## config.mk

```make
export PLATFORM = sky130hd
export DESIGN_NAME = sys_array_os_flat
export DESIGN_NICKNAME = d
export VERILOG_FILES = /design/src/rtl/sys_array_os_if.sv /design/src/rtl/sys_array_os.sv /design/src/flat_wrapper.sv
export SDC_FILE = /design/constraint.sdc
export NUM_CORES = 2
export LEC_CHECK = 0
export ABC_AREA = 1
export BUFFER_PORTS_ARGS = -buffer_cell sky130_fd_sc_hd__buf_2
export CAP_MARGIN = 5
export CORE_MARGIN = 5
export CORE_UTILIZATION = 55
export CTS_CLUSTER_DIAMETER = 100
export DETAILED_ROUTE_END_ITERATION = 7
export PLACE_DENSITY = 0.79
export SETUP_SLACK_MARGIN = 0.3
export SYNTH_ARGS = -nofsm -noshare
export SYNTH_HDL_FRONTEND = slang
export SYNTH_SLANG_ARGS = --single-unit
```

## constraint.sdc

```tcl
create_clock -name clk -period 19.9 [get_ports clk]
set_input_delay 2.985 -clock clk [delete_from_list [all_inputs] [get_ports clk]]
set_output_delay 2.985 -clock clk [all_outputs]
set_load 0.05 [all_outputs]
```

## src/rtl/sys_array_os_if.sv

```systemverilog
// Handshake and operand bundle for the output-stationary systolic array.
// The master side feeds operands and consumes results; the slave side is the array.
interface sys_array_os_if #(
    parameter int DATA_W     = 16,
    parameter int ARRAY_SIZE = 2,
    parameter int ACC_W      = 36
);
    logic                           start;
    logic [3:0]                     k_len;
    logic [ARRAY_SIZE*DATA_W-1:0]   data_in;
    logic [ARRAY_SIZE-1:0]          data_valid;
    logic [ARRAY_SIZE*DATA_W-1:0]   weight_in;
    logic [ARRAY_SIZE-1:0]          weight_valid;
    logic                           compute_en;
    logic                           busy;
    logic [ACC_W-1:0]               out_data;
    logic [7:0]                     out_idx;
    logic                           out_valid;
    logic                           out_ready;
    logic                           done;

    modport master (
        output start, k_len, data_in, data_valid, weight_in, weight_valid, out_ready,
        input  compute_en, busy, out_data, out_idx, out_valid, done
    );

    modport slave (
        input  start, k_len, data_in, data_valid, weight_in, weight_valid, out_ready,
        output compute_en, busy, out_data, out_idx, out_valid, done
    );
endinterface

```

## src/rtl/sys_array_os.sv

```systemverilog
// Output-stationary N x N systolic array. Row operands flow right, column operands
// flow down, each PE keeps its own accumulator; results are drained row-major.
module sys_array_os #(
    parameter int DATA_W     = 16,
    parameter int ARRAY_SIZE = 2,
    parameter int ACC_W      = 36
) (
    input logic           clk,
    input logic           rst,
    sys_array_os_if.slave bus
);
    localparam int N = ARRAY_SIZE;

    typedef enum logic [1:0] {IDLE, COMPUTE, DRAIN, DONE} state_t;

    state_t state, next_state;

    logic [3:0]                 k_reg;
    logic signed [DATA_W-1:0]   a_reg  [N][N];
    logic signed [DATA_W-1:0]   b_reg  [N][N];
    logic                       a_v    [N][N];
    logic                       b_v    [N][N];
    logic signed [DATA_W-1:0]   a_in   [N][N];
    logic signed [DATA_W-1:0]   b_in   [N][N];
    logic                       a_vin  [N][N];
    logic                       b_vin  [N][N];
    logic                       fire   [N][N];
    logic signed [2*DATA_W-1:0] prod   [N][N];
    logic [ACC_W-1:0]           acc    [N][N];
    logic [3:0]                 mac_cnt[N][N];
    logic [3:0]                 row_idx, col_idx;
    logic [ACC_W-1:0]           sel_acc;
    logic                       in_compute, last_mac, last_out, handshake;

    assign in_compute = (state == COMPUTE);
    assign handshake  = (state == DRAIN) && bus.out_ready;
    assign last_out   = (row_idx == 4'(N-1)) && (col_idx == 4'(N-1));
    assign last_mac   = fire[N-1][N-1] &&
                        (({1'b0, mac_cnt[N-1][N-1]} + 5'd1) == {1'b0, k_reg});

    // Operand routing: edge PEs take the external lanes, inner PEs take their neighbour's registers.
    for (genvar i = 0; i < N; i++) begin : g_row
        for (genvar j = 0; j < N; j++) begin : g_col
            if (j == 0) begin : g_left_edge
                assign a_in[i][j]  = bus.data_in[i*DATA_W +: DATA_W];
                assign a_vin[i][j] = bus.data_valid[i];
            end else begin : g_left_chain
                assign a_in[i][j]  = a_reg[i][j-1];
                assign a_vin[i][j] = a_v[i][j-1];
            end
            if (i == 0) begin : g_top_edge
                assign b_in[i][j]  = bus.weight_in[j*DATA_W +: DATA_W];
                assign b_vin[i][j] = bus.weight_valid[j];
            end else begin : g_top_chain
                assign b_in[i][j]  = b_reg[i-1][j];
                assign b_vin[i][j] = b_v[i-1][j];
            end
            assign fire[i][j] = in_compute && a_vin[i][j] && b_vin[i][j];
            assign prod[i][j] = a_in[i][j] * b_in[i][j];
        end
    end

    // State register.
    always_ff @(posedge clk) begin
        if (rst) state <= IDLE;
        else     state <= next_state;
    end

    // Next-state logic; a zero-length tile skips straight to draining the cleared accumulators.
    always_comb begin
        next_state = state;
        case (state)
            IDLE:    if (bus.start) next_state = (bus.k_len == 4'd0) ? DRAIN : COMPUTE;
            COMPUTE: if (last_mac) next_state = DRAIN;
            DRAIN:   if (handshake && last_out) next_state = DONE;
            DONE:    next_state = IDLE;
            default: next_state = IDLE;
        endcase
    end

    // PE array: forwarding registers run every cycle, accumulators only MAC during COMPUTE.
    always_ff @(posedge clk) begin
        if (rst) begin
            k_reg <= '0;
            for (int i = 0; i < N; i++) begin
                for (int j = 0; j < N; j++) begin
                    a_reg[i][j]   <= '0;
                    b_reg[i][j]   <= '0;
                    a_v[i][j]     <= 1'b0;
                    b_v[i][j]     <= 1'b0;
                    acc[i][j]     <= '0;
                    mac_cnt[i][j] <= '0;
                end
            end
        end else begin
            if (state == IDLE && bus.start) k_reg <= bus.k_len;
            for (int i = 0; i < N; i++) begin
                for (int j = 0; j < N; j++) begin
                    a_reg[i][j] <= a_in[i][j];
                    b_reg[i][j] <= b_in[i][j];
                    a_v[i][j]   <= a_vin[i][j] && in_compute;
                    b_v[i][j]   <= b_vin[i][j] && in_compute;
                    if (state == IDLE && bus.start) begin
                        acc[i][j]     <= '0;
                        mac_cnt[i][j] <= '0;
                    end else if (fire[i][j]) begin
                        acc[i][j]     <= acc[i][j] +
                                         {{(ACC_W-2*DATA_W){prod[i][j][2*DATA_W-1]}}, prod[i][j]};
                        mac_cnt[i][j] <= mac_cnt[i][j] + 4'd1;
                    end
                end
            end
        end
    end

    // Drain position: restarts at (0,0) on each accepted start and steps row-major per handshake.
    always_ff @(posedge clk) begin
        if (rst) begin
            row_idx <= '0;
            col_idx <= '0;
        end else if (state == IDLE && bus.start) begin
            row_idx <= '0;
            col_idx <= '0;
        end else if (handshake && !last_out) begin
            if (col_idx == 4'(N-1)) begin
                col_idx <= '0;
                row_idx <= row_idx + 4'd1;
            end else begin
                col_idx <= col_idx + 4'd1;
            end
        end
    end

    // Result select for the current drain position.
    always_comb begin
        sel_acc = '0;
        for (int i = 0; i < N; i++) begin
            for (int j = 0; j < N; j++) begin
                if (row_idx == 4'(i) && col_idx == 4'(j)) sel_acc = acc[i][j];
            end
        end
    end

    assign bus.out_data   = (state == DRAIN) ? sel_acc : '0;
    assign bus.out_idx    = {row_idx, col_idx};
    assign bus.out_valid  = (state == DRAIN);
    assign bus.done       = (state == DONE);
    assign bus.busy       = (state != IDLE);
    assign bus.compute_en = in_compute;
endmodule

```

## src/flat_wrapper.sv

```systemverilog
// flat-port wrapper written by rule: the top's interface ports become plain ports
module sys_array_os_flat 
#(
    parameter int DATA_W     = 16,
    parameter int ARRAY_SIZE = 2,
    parameter int ACC_W      = 36
)
  (clk, rst, bus_start, bus_k_len, bus_data_in, bus_data_valid, bus_weight_in, bus_weight_valid, bus_out_ready, bus_compute_en, bus_busy, bus_out_data, bus_out_idx, bus_out_valid, bus_done);
  sys_array_os_if #(.DATA_W(DATA_W), .ARRAY_SIZE(ARRAY_SIZE), .ACC_W(ACC_W)) bus_i ();
  input logic clk;
  input logic rst;
  input wire logic [$bits(bus_i.start)-1:0] bus_start;
  input wire logic [$bits(bus_i.k_len)-1:0] bus_k_len;
  input wire logic [$bits(bus_i.data_in)-1:0] bus_data_in;
  input wire logic [$bits(bus_i.data_valid)-1:0] bus_data_valid;
  input wire logic [$bits(bus_i.weight_in)-1:0] bus_weight_in;
  input wire logic [$bits(bus_i.weight_valid)-1:0] bus_weight_valid;
  input wire logic [$bits(bus_i.out_ready)-1:0] bus_out_ready;
  output wire logic [$bits(bus_i.compute_en)-1:0] bus_compute_en;
  output wire logic [$bits(bus_i.busy)-1:0] bus_busy;
  output wire logic [$bits(bus_i.out_data)-1:0] bus_out_data;
  output wire logic [$bits(bus_i.out_idx)-1:0] bus_out_idx;
  output wire logic [$bits(bus_i.out_valid)-1:0] bus_out_valid;
  output wire logic [$bits(bus_i.done)-1:0] bus_done;
  assign bus_i.start = bus_start;
  assign bus_i.k_len = bus_k_len;
  assign bus_i.data_in = bus_data_in;
  assign bus_i.data_valid = bus_data_valid;
  assign bus_i.weight_in = bus_weight_in;
  assign bus_i.weight_valid = bus_weight_valid;
  assign bus_i.out_ready = bus_out_ready;
  assign bus_compute_en = bus_i.compute_en;
  assign bus_busy = bus_i.busy;
  assign bus_out_data = bus_i.out_data;
  assign bus_out_idx = bus_i.out_idx;
  assign bus_out_valid = bus_i.out_valid;
  assign bus_done = bus_i.done;
  sys_array_os #(.DATA_W(DATA_W), .ARRAY_SIZE(ARRAY_SIZE), .ACC_W(ACC_W)) u_core (.clk(clk), .rst(rst), .bus(bus_i));
endmodule
```

After elaboration in Yosys (flattened, before gate mapping)
Memory sizes are Yosys's and may differ from the RTL's.
Index checks and enable logic that the tools add are counted.

operators by class
  $add $sub $neg = 11
  $mul = 4
  eq/ne operators = 9
  muxes and demuxes = 65
  bitwise logic cells = 32
  reduce and logical (&&, ||, !) cells = 30

operator list
  operator             count
  $mux 36              13
  $add 36x36->36       4
  $mul 16x16->32       4
  $mux 16              8
  $mux 4               9
  $or 1x1->1           32
  $mux 1               30
  $add 4x1->4 const B  6
  $logic_and 1x1->1    21
  $logic_not 4->1      3
  $eq 4x1->1 const B   2
  $mux 2               4
  $pmux 2 s4           1
  $add 4x1->5 const B  1
  $eq 5x4->1           1
  $eq 2x2->1 const B   2
  $ne 2x2->1 const B   2
  $reduce_and 3->1     1
  $eq 2x1->1 const B   1
  $logic_not 2->1      1
  $ne 2x1->1 const B   1
  $reduce_and 2->1     1
  $reduce_bool 2->1    1
  $reduce_or 2->1      1
  $logic_not 1->1      1

word-level totals
  flip-flop bits (word level) = 14
  memory bits (writable) = 296
  bits of input ports = 76
  output and inout port bits = 48
  word-level logic and storage cells = 161
  memories kept = 6

memories
  memory          depth  width  read ports  clocked after memory_dff  write ports  line                text
  u_core.acc      2      72     2           0                         2            sys_array_os.sv:29  logic [ACC_W-1:0] acc [N][N];
  u_core.a_reg    2      32     2           0                         2            sys_array_os.sv:19  logic signed [DATA_W-1:0] a_reg [N][N];
  u_core.b_reg    2      32     1           0                         2            sys_array_os.sv:20  logic signed [DATA_W-1:0] b_reg [N][N];
  u_core.mac_cnt  2      8      2           0                         2            sys_array_os.sv:30  logic [3:0] mac_cnt[N][N];
  u_core.a_v      2      2      2           0                         2            sys_array_os.sv:21  logic a_v [N][N];
  u_core.b_v      2      2      1           0                         2            sys_array_os.sv:22  logic b_v [N][N];

Logic depth before layout (Yosys ltp)
  depth after elaboration = 8
  depth in mapped cells = 41

Worst setup path before layout
OpenSTA, ideal clock, no wires.

  path type = input to register
  start point = input port bus_weight_in[17]
  end point = memory u_core.acc[0][35] in the netlist's numbering, data pin
  setup time = 253 ps
  arrival = 9,378 ps
  data required time = 19,647 ps
  path slack = 10,269 ps
  stages = 34
  buffers on the path = 2
  cell sequence = clkbuf_1 > clkbuf_1 > nand2_1 > fa_1 > inv_1 > fa_1 > inv_1 > fa_1 > inv_1 > fa_1 > fa_1 > inv_1 > fa_1 > inv_1 > ha_1 > a21oi_1 > o21ai_0 > a21oi_1 > nand3_1 > a21oi_1 > o21bai_1 > xor2_1 > ha_1 > nand2_1 > nor2_1 > nand2_1 > nor3_1 > nand3_1 > nand3_1 > nand2_1 > nand2_1 > nand2_1 > inv_1 > nor2_1

RTL lines
  item         line                text
  from (decl)  flat_wrapper.sv:16  input wire logic [$bits(bus_i.weight_in)-1:0] bus_weight_in;
  to (decl)    sys_array_os.sv:29

==> metrics.md <==
| Metric | Value |
|---|---|
| Outcome | `completed` |
| Worst EP required | `20320 ps` |
| Worst setup path class | `in -> reg` |
| Crit. End Element | `flip-flop` |
| FFs w/ async S/R, synth | `0%` |
| First-pass GRT wire length | `281 mm` |
| Post-CTS Resized | `0` |
| EDFF count, synth | `112` |
| Post-synth top cells | `inv_1 (2062), nand2_1 (1763), fa_1 (1052)` |
| FILL cells | `9783` |
| Met3 WL post-DR | `16.7 mm` |
| Worst min path class | `reg -> reg` |
| Finished Layout Cells | `9173` |
| Final critical-path share of the clock period | `50.8%` |
| Drt wl/cell | `19.0 um` |
| Synth unique cells | `60` |
| Max FO, Critical Path | `16` |
| Clock Skews | `18.5 ps` |
| Synth Flop Type | `dfxtp_1` |
| Syn. warnings | `0` |
| Hold Slack | `492 ps` |
| Setup_tns | `0 ps` |
| Maximum clock frequency | `98.9 MHz` |
| Synth-to-layout area growth | `4.49%` |
| Fin util | `57.7%` |
| Synth area leader | `fa_1` |
| Routed Antenna Nets | `0` |
| Mapped Nets | `9451` |
| Critical Path Start Type | `primary input` |
| Compound-cell area share of the yosys netlist | `8.96%` |
| Max Used Layer | `met4` |
| CTS tree | `done` |
| Largest family of logic cells by synthesized area | `adder cells` |
| Worst-margin pin slew | `1030 ps` |
| Worst skew pair latency | `560 ps` |
| Die height | `337 um` |
| Simple-gate share of the synthesized area | `18.4%` |
| Core Region | `107000 um2` |
| RSZ-0062 raised after global routing | `false` |
| Max cap viols | `0` |
| Post-synth top area share | `35.7%` |
| Vias/cell | `5.52` |
| Die area | `114000 um2` |
| Initial antenna violation count | `1` |
| Total track usage | `31.2%` |
| Drt pass-1 iters | `8` |
| Final Hold Viols | `0` |
| Most used cell along the critical path | `nand2_1` |
| Placement Rows | `120` |
| Critical Path Max Stage Delay | `540 ps` |
| Placer congestion estimate | `1.01` |
| Post-Synth XOR/XNOR Area | `2.04%` |
| Cts hold-fix bufs | `0` |
| Final min period | `10110 ps` |
| Die X | `337 um` |
| Seq cells post-synth | `230` |
| Clk slew on worst S/H paths | `60 ps` |
| DP HPWL | `145 mm` |
| Synth Instances | `7846` |
| WL met2 | `79.2 mm` |
| Met1 Routed Length | `73.3 mm` |
| CTS Buffer Depth | `3` |
| Register area share after synthesis | `9.71%` |
| H-tree depth | `2` |
| Placed insts | `9110` |
| WL final | `175 mm` |
| Layout cells sized above 1 | `3.96%` |
| Most frequent cell after synthesis | `inv_1` |
| Worst Path Arrival | `10530 ps` |
| Largest net degree at the start of global routing | `64` |
| Synth area leaders | `fa_1 (36%), inv_1 (13%), nand2_1 (11%)` |
| Multiplexer area fraction after synthesis | `0%` |
| Mapped Avg Cell Area | `7.51 um2` |
| Final net count | `9349` |
| DRC viols | `0` |
| # IOs | `124` |
| Synth Area in Adders | `45.8%` |
| Max-slew violations | `0` |
| Vias | `50700` |
| Post CTS Setup Buffer Count | `0` |
| Vias in the first global route | `52500` |
| Root buffer cell | `clkbuf_16` |
| TritonCTS Buffers | `35` |
| Initial core utilization | `55.2%` |
| PortBufs | `123` |
| Max reg flops | `144` |
| Slowest cell on the critical path | `fa_1` |
| Cell area after synthesis | `59000 um2` |
| Clock tree sinks | `230` |
| Slew headroom | `30.9%` |
| Initial DRC count | `4562` |
| Gr ovfl total | `0` |
| Setup-failing EPs final | `0` |
## worst max-delay path, delay by kind of cell
family / cells / cell delay (ps)
buffers and inverters: 7 / 750
AOI/OAI and AO/OA: 10 / 2040
adders and majority gates: 8 / 3700
and+or+nand+nor: 8 / 1030
## area by class of cell
type | count | area (um2) | share of cell area (%)
inverter | 2069 | 7770 | 12.6
sequential | 230 | 5730 | 9.29
multi-input combinational | 5257 | 44400 | 72.0
timing repair buffer | 151 | 826 | 1.34
clock buffer | 47 | 993 | 1.61
tap | 1403 | 1760 | 2.85
antenna | 1 | 2.50 | 0.00406
clock inverter | 15 | 165 | 0.268
## cell usage in the layout (no fill, tap or decap), drive strengths merged, types with 24 or more instances in the layout
cell type / n
buf: 151
or2: 24
dfxtp: 118
o21ai: 266
a21o: 49
fa: 1052
nor3: 45
xnor2: 64
nand4: 46
a31oi: 29
nand2: 1769
o21a: 30
o21bai: 32
inv: 2072
edfxtp: 112
a21oi: 427
o211ai: 32
clkbuf: 47
nor2: 491
nand3: 259
xor2: 73
ha: 477
## cell families after synthesis
kind of cell | count (synthesis)
DFF | 230
xor gates and xnor gates | 137
AOI/OAI and AO/OA | 916
buffers and inverters | 2359
and+or+nand+nor | 2675
adders and majority gates | 1529
## worst paths after layout
check | from | end | slack (ps) | depth (start not counted)
max | bus_data_in[28] | u_core.acc[1][62] | 9790 | 33
min | u_core.acc[0][59] | u_core.acc[0][59] | 490 | 2
max reg2reg | u_core.b_reg[0][18] | u_core.acc[1][62] | 11620 | 32
min reg2reg | u_core.acc[0][59] | u_core.acc[0][59] | 490 | 2
## metrics by stage
stage               cell area, um2  setup WS, ps
global route                 61600          9370
detailed placement           60400          9330
finish                       61600          9790
global placement             60400          9340
CTS                          61600          9880
floorplan                    59000         10270
## routing by layer
layer / vias up / track usage, %
met2: 2235 / 50.0
met5: - / 0
met3: 341 / 5.16
met4: 0 / 8.89
met1: 24900 / 44.2
li1: 23200 / -
Power is not shown: default switching activity piles up to over one toggle a cycle in this logic, so the estimate is an artifact.
